File: src/rtl/uart_rx.sv
// 8N1 UART receiver: 16x oversampled, mid-bit sampled, registered one-clk
// push / frame-error / overrun strobes for the RX FIFO.
module uart_rx #(
    parameter int DATA_BITS  = 8,
    parameter int OVERSAMPLE = 16,
    parameter int DIV_WIDTH  = 8
) (
    input  logic                 clk,
    input  logic                 reset,
    input  logic                 rx_bit,
    input  logic [DIV_WIDTH-1:0] freq_divider,
    input  logic                 fifo_full,
    output logic [DATA_BITS-1:0] data_out,
    output logic                 data_valid,
    output logic                 frame_error,
    output logic                 overrun,
    output logic                 busy
);

    localparam int TW = $clog2(OVERSAMPLE);
    localparam int BW = (DATA_BITS > 1) ? $clog2(DATA_BITS) : 1;
    localparam logic [TW-1:0] MID_CNT  = TW'(OVERSAMPLE / 2 - 1);
    localparam logic [TW-1:0] LAST_CNT = TW'(OVERSAMPLE - 1);
    localparam logic [BW-1:0] LAST_BIT = BW'(DATA_BITS - 1);

    typedef enum logic [2:0] {
        S_IDLE,
        S_START,
        S_DATA,
        S_STOP,
        S_WAIT_IDLE
    } state_t;

    logic                 r_sync1;
    logic                 r_sync2;
    logic [DIV_WIDTH-1:0] r_presc;
    state_t               r_state;
    logic [TW-1:0]        r_tick_cnt;
    logic [BW-1:0]        r_bit_idx;
    logic [DATA_BITS-1:0] r_shift;
    logic [DATA_BITS-1:0] r_data_out;
    logic                 r_data_valid;
    logic                 r_frame_error;
    logic                 r_overrun;

    logic                 w_rx_s;
    logic                 w_tick;
    state_t               w_state_nxt;
    logic [TW-1:0]        w_tick_cnt_nxt;
    logic [BW-1:0]        w_bit_idx_nxt;
    logic [DATA_BITS-1:0] w_shift_nxt;
    logic [DATA_BITS-1:0] w_data_out_nxt;
    logic                 w_data_valid_nxt;
    logic                 w_frame_error_nxt;
    logic                 w_overrun_nxt;

    assign w_rx_s = r_sync2;
    // >= rather than == so a divider lowered below the current count wraps at once
    assign w_tick = (r_presc >= freq_divider);

    always_ff @(posedge clk or negedge reset) begin
        if (!reset) begin
            r_sync1 <= 1'b1;
            r_sync2 <= 1'b1;
            r_presc <= '0;
        end else begin
            r_sync1 <= rx_bit;
            r_sync2 <= r_sync1;
            r_presc <= w_tick ? '0 : r_presc + DIV_WIDTH'(1);
        end
    end

    always_comb begin
        w_state_nxt       = r_state;
        w_tick_cnt_nxt    = r_tick_cnt;
        w_bit_idx_nxt     = r_bit_idx;
        w_shift_nxt       = r_shift;
        w_data_out_nxt    = r_data_out;
        w_data_valid_nxt  = 1'b0;
        w_frame_error_nxt = 1'b0;
        w_overrun_nxt     = 1'b0;
        if (w_tick) begin
            case (r_state)
                S_IDLE: begin
                    if (!w_rx_s) begin
                        w_state_nxt    = S_START;
                        w_tick_cnt_nxt = '0;
                    end
                end
                S_START: begin
                    if (r_tick_cnt == MID_CNT) begin
                        w_tick_cnt_nxt = '0;
                        w_bit_idx_nxt  = '0;
                        w_state_nxt    = w_rx_s ? S_IDLE : S_DATA;
                    end else begin
                        w_tick_cnt_nxt = r_tick_cnt + TW'(1);
                    end
                end
                S_DATA: begin
                    if (r_tick_cnt == LAST_CNT) begin
                        w_shift_nxt[r_bit_idx] = w_rx_s;
                        w_tick_cnt_nxt         = '0;
                        if (r_bit_idx == LAST_BIT) w_state_nxt = S_STOP;
                        else w_bit_idx_nxt = r_bit_idx + BW'(1);
                    end else begin
                        w_tick_cnt_nxt = r_tick_cnt + TW'(1);
                    end
                end
                S_STOP: begin
                    if (r_tick_cnt == LAST_CNT) begin
                        w_tick_cnt_nxt = '0;
                        if (!w_rx_s) begin
                            w_frame_error_nxt = 1'b1;
                            w_state_nxt       = S_WAIT_IDLE;
                        end else if (fifo_full) begin
                            w_overrun_nxt = 1'b1;
                            w_state_nxt   = S_IDLE;
                        end else begin
                            w_data_out_nxt   = r_shift;
                            w_data_valid_nxt = 1'b1;
                            w_state_nxt      = S_IDLE;
                        end
                    end else begin
                        w_tick_cnt_nxt = r_tick_cnt + TW'(1);
                    end
                end
                S_WAIT_IDLE: begin
                    if (w_rx_s) w_state_nxt = S_IDLE;
                end
                default: w_state_nxt = S_IDLE;
            endcase
        end
    end

    always_ff @(posedge clk or negedge reset) begin
        if (!reset) begin
            r_state       <= S_IDLE;
            r_tick_cnt    <= '0;
            r_bit_idx     <= '0;
            r_shift       <= '0;
            r_data_out    <= '0;
            r_data_valid  <= 1'b0;
            r_frame_error <= 1'b0;
            r_overrun     <= 1'b0;
        end else begin
            r_state       <= w_state_nxt;
            r_tick_cnt    <= w_tick_cnt_nxt;
            r_bit_idx     <= w_bit_idx_nxt;
            r_shift       <= w_shift_nxt;
            r_data_out    <= w_data_out_nxt;
            r_data_valid  <= w_data_valid_nxt;
            r_frame_error <= w_frame_error_nxt;
            r_overrun     <= w_overrun_nxt;
        end
    end

    assign data_out    = r_data_out;
    assign data_valid  = r_data_valid;
    assign frame_error = r_frame_error;
    assign overrun     = r_overrun;
    assign busy        = (r_state != S_IDLE);

endmodule

File: config.mk
export PLATFORM = sky130hd
export DESIGN_NAME = uart_rx
export DESIGN_NICKNAME = d
export VERILOG_FILES = /design/src/rtl/uart_rx.sv
export SDC_FILE = /design/constraint.sdc
export NUM_CORES = 1
export LEC_CHECK = 0
export CORE_MARGIN = 5
export CORE_UTILIZATION = 41
export CTS_BUF_LIST = sky130_fd_sc_hd__clkbuf_8
export DETAILED_ROUTE_END_ITERATION = 8
export GPL_TIMING_DRIVEN = 0
export PLACE_DENSITY = 0.6
export SKIP_CTS_REPAIR_TIMING = 1
export SYNTH_ARGS = -nofsm -noshare
export SYNTH_HDL_FRONTEND = slang
export SYNTH_SLANG_ARGS = --single-unit
File: constraint.sdc
create_clock -name clk -period 6.7 [get_ports clk]
set_clock_uncertainty 0.1 [all_clocks]
set_input_delay 2.01 -clock clk [delete_from_list [all_inputs] [get_ports clk]]
set_output_delay 2.01 -clock clk [all_outputs]
set_load 0.01 [all_outputs]
# Word-level counts from Yosys, hierarchy flattened

Index checks and enable logic that the tools add are counted.

Register bits after elaboration: 39
Input bits: 12
Output and inout bits: 12
Word-level logic and storage cells: 78

Add/sub/neg operators: 3
Order comparisons: 3
Equality and inequality tests: 14
Muxes and demuxes: 35
Bitwise logic cells: 1
Reductions and logical operators: 11

Operator list:

| kind                                                | count |
|---|---|
| 2-to-1 mux 3 bit                                    | 10 |
| 2-to-1 mux 1 bit                                    | 15 |
| one-hot mux 3 bit (5 select lines)                  | 1 |
| inequality test 2 bit, second input constant        | 7 |
| 2-to-1 mux 4 bit                                    | 3 |
| one-hot mux 4 bit (3 select lines)                  | 1 |
| AND reduction 5 bit                                 | 2 |
| adder 8 x 1 -> 8 bit, second input constant         | 1 |
| bitwise mux 8 bit                                   | 1 |
| >= comparator 8 bit                                 | 1 |
| 2-to-1 mux 8 bit                                    | 1 |
| AND reduction 7 bit                                 | 1 |
| equality test 3 x 2 -> 1 bit, second input constant | 2 |
| equality test 3 bit, second input constant          | 2 |
| one-hot mux 3 bit (2 select lines)                  | 1 |
| AND reduction 3 bit                                 | 2 |
| nonzero test 3 bit                                  | 2 |
| adder 4 x 1 -> 4 bit, second input constant         | 1 |
| equality test 4 x 3 -> 1 bit, second input constant | 1 |
| equality test 4 bit, second input constant          | 1 |
| < comparator 3 x 4 -> 1 bit, second input constant  | 1 |
| adder 3 x 1 -> 3 bit, second input constant         | 1 |
| demux 1 bit (select 3 bit)                          | 1 |
| equality test 3 x 1 -> 1 bit, second input constant | 1 |
| 7 further kinds                                     | 7 |

# Logic depth before layout (Yosys ltp)

Word-level depth: 5
Depth in mapped cells: 9
Gate-level depth less buffers: 7

# Worst setup path after synthesis

No wires, ideal clock.

Path type: input -> register
From: input freq_divider[0]
To: register r_shift[0]
Library setup time: 127 ps
Arrival: 3527 ps
Required time: 6473 ps
Path slack: 2946 ps
Stages: 7
Buffers on the path: 1
Path through: ha_1 nand2b_1 a2111oi_4 o31ai_4 buf_4 nand3_1 mux2_1

Cells in the longest elaborated chain, start to end: 2

Ends and longest elaborated chain:

| element                       | line | text |
|---|---|---|
| from (decl)                   | 11   | `input logic [DIV_WIDTH-1:0] freq_divider,` |
| >= comparator 8 bit           | 59   | `assign w_tick = (r_presc >= freq_divider);` |
| AND reduction 3 bit (no line) | -    |  |
| to (signal assigned)          | 149  | `r_shift <= w_shift_nxt;` |
| to (decl)                     | 40   | `logic [DATA_BITS-1:0] r_shift;` |

Every way passes these cells.
A chain may end at the register's enable or synchronous reset.

# Worst setup path after layout

From: input freq_divider[0]
To: register r_shift[4]

The elaborated chain is that of the path after synthesis.

==> impl_results.md <==
- Status: finished, final reports clean
- Power Dens Cells: 334 nW/um^2
- Antenna-violating nets left: 0
- Leakage power: 1.17 nW
- Largest net degree at the start of global routing: 40
- Slowest stage delay, CP: 0.44 ns
- Async SR Flop Fraction: 1.00
- Worst-skew pair later-pin latency: 0.29 ns
- HP Start: r_sync1
- Slew at the pin with the worst max-slew slack: 0.835 ns
- Worst hold path class: flip-flop to flip-flop
- Initial Utilization: 0.429
- Fillers: 443
- Antenna diodes: 0
- GPL Wtd Cong: 0.867
- Root Driver: clkbuf_8
- Syn. warnings: 0
- Seq/Total Area, Yosys: 0.474
- Syn Std Cell Area: 2070 sq um
- First-pass GRT wire length: 7.20 mm
- CP Data Required Time: 6.77 ns
- Vias in the first global route: 1,529
- Clk buf depth: 2
- Synth Instances: 186
- Hold EP: r_sync2
- Max-cap violation count: 0
- Number of cells on the worst hold path: 0
- Setup tns final: 0 ns
- Syn nets: 210
- Worst R2R Start: r_presc[0]
- Most frequent cells in the layout: dfrtp_1, clkdlybuf4s50_1, nor2_1
- Initial antenna violation count: 0
- CP Launch Type: input port
- R2R depth: 8
- Post-Syn Area per Cell: 11.1 sq um
- Htree depth: 2
- Critical path's slowest cell: a2111oi_4
- Total global routing overflow: 0
- Num CTS Buffers: 5
- IO buf count: 23
- Die height: 81.0 um
- Post-synth EDFFs: 0
- Core area: 4820 sq um
- Row cnt: 25
- Ys flop type: dfrtp_1
- DP HPWL: 3.09 mm
- Worst endpoint data arrival time: 4.09 ns
- Slew headroom: 0.443
- CP max FO: 10
- VDD IR max: 0.000172 V
- Via count: 1,469
- I/O pin total: 24
- Routed WL per cell: 14.2 um
- Fmax: 0.249 GHz
- Final nets: 240
- Die Wd: 81.0 um
- Synth Register Bits: 39
- Fin crit share: 0.600
- Slew Limit Fails: 0
- Detailed Routing Iterations Pass 1: 4
- Clock-pin slew on the worst setup and hold paths: 0.07 ns
- CTS tree: built
- Tmin final: 4.02 ns
- Routed WL: 4.03 mm
- Starting DRT DRC Count: 69
- Distinct cells, synth: 43
- Total GRT Usage: 0.142
- Worst setup path class: input port to flip-flop
- Layout area overhead: 21.4%
- CP Capture Type: flip-flop
- Die area: 6560 sq um
- Commonest non-fill, non-tap cell in the layout: dfrtp_1
- Crit path cell chain: clkdlybuf4s50_1, ha_1, nand2b_1, a2111oi_4, o31ai_4, buf_4, nand3_1, mux2_1
- Clk sinks: 39
- R2r setup slk: 4.33 ns
- Vias/cell: 5.17
- Final hold violation count: 0
- Final setup violation count: 0
- Share of layout cells above drive strength 1: 0.166
- RSZ-0062 raised after global routing: false
- Hold Worst Slack: 0.258 ns
- Remaining routing DRC violations: 0
- RR Endpoint: r_shift[4]
[registers in the layout, indices dropped and copies added (netlist names)]
name	flops
r_shift	8
r_presc	8
data_out	8
r_tick_cnt	4
r_sync2	1
frame_error	1
r_state	3
r_bit_idx	3
r_sync1	1
data_valid	1
overrun	1
[routing by layer]
layer	GRT usage	vias to the layer above	part of all wire
li1	-	725	-
met1	0.179	702	0.45
met2	0.235	34	0.49
met3	0.0399	8	0.047
met4	0.0456	0	0.010
met5	0	-	0
[stage by stage]
stage / worst slack (ns) / util / area (sq um) / instances / power [mW]
3_3_place_gp: 2.39 / 0.494 / 2380 / 276 / 0.603
5_1_grt: 2.54 / 0.521 / 2510 / 284 / 0.908
2_1_floorplan: 2.95 / - / 2070 / 186 / 0.545
6_report: 2.68 / 0.521 / 2510 / 284 / 0.838
3_5_place_dp: 2.32 / 0.493 / 2370 / 276 / 0.621
4_1_cts: 2.63 / 0.521 / 2510 / 284 / 0.853
[cell type report]
| cell class | instances | area [sq um] | area share |
|---|---|---|---|
| buffer | 7 | 43.8 | 0.0175 |
| timing repair buffer | 23 | 225 | 0.0898 |
| inverter | 11 | 41.3 | 0.0165 |
| clock buffer | 5 | 68.8 | 0.0274 |
| tap | 67 | 83.8 | 0.0334 |
| clock inverter | 3 | 63.8 | 0.0254 |
| multi-input combinational | 129 | 1000 | 0.400 |
| sequential | 39 | 978 | 0.390 |
[worst max-delay path: cells and delay by family]
| family | cells | cell delay [ns] |
|---|---|---|
| simple gates | 2 | 0.29 |
| buf+inv | 2 | 0.60 |
| fa+ha+maj | 1 | 0.28 |
| compound gates | 2 | 0.58 |
| mux | 1 | 0.33 |
[power by group]
group          switching [mW]  total, mW  internal, mW
Sequential             0.0469      0.323         0.276
Clock                  0.0792      0.227         0.147
Combinational           0.155      0.289         0.133
Total                   0.281      0.838         0.557
[synth_stat cells, types with 2 or more instances]
cell type,count,area (sq um)
dfrtp_1,37,926
nor2_1,17,63.8
nand2_1,14,52.6
ha_1,12,150
inv_1,11,41.3
mux2_2,11,124
nand3_1,11,55.1
nor3_1,6,30.0
mux2_1,5,56.3
nand4_1,5,31.3
xor2_1,5,43.8
a21oi_1,4,20.0
a22o_1,4,35.0
xnor2_1,4,35.0
and3_1,3,18.8
nand2b_1,3,18.8
a2111oi_4,2,55.1
buf_2,2,10.0
buf_4,2,15.0
clkbuf_1,2,7.51
dfstp_2,2,52.6
mux2i_1,2,20.0
o21a_1,2,15.0
[how the worst max path moves through the flow]
stage	from	end	slack, ns	depth (start not counted)
after floorplan	freq_divider[0]	r_shift[0]	2.95	7
after global placement	freq_divider[7]	r_bit_idx[0]	2.39	7
after detailed placement	freq_divider[7]	data_out[5]	2.32	7
after CTS	freq_divider[6]	data_out[5]	2.63	7
after global routing	freq_divider[7]	data_out[5]	2.54	7
final	freq_divider[0]	r_shift[4]	2.68	8
[logic make-up after synthesis]
group                    after synthesis  synth area share
AO/OA/AOI/OAI                         23             0.110
XOR/XNOR                               9            0.0382
buffers and inverters                 18            0.0412
flip-flops                            39             0.474
AND/OR/NAND/NOR                       66             0.160
multiplexers                          19             0.104
adder cells (fa/ha/maj)               12            0.0727
Note: power is estimated with default switching activity, not from simulation.
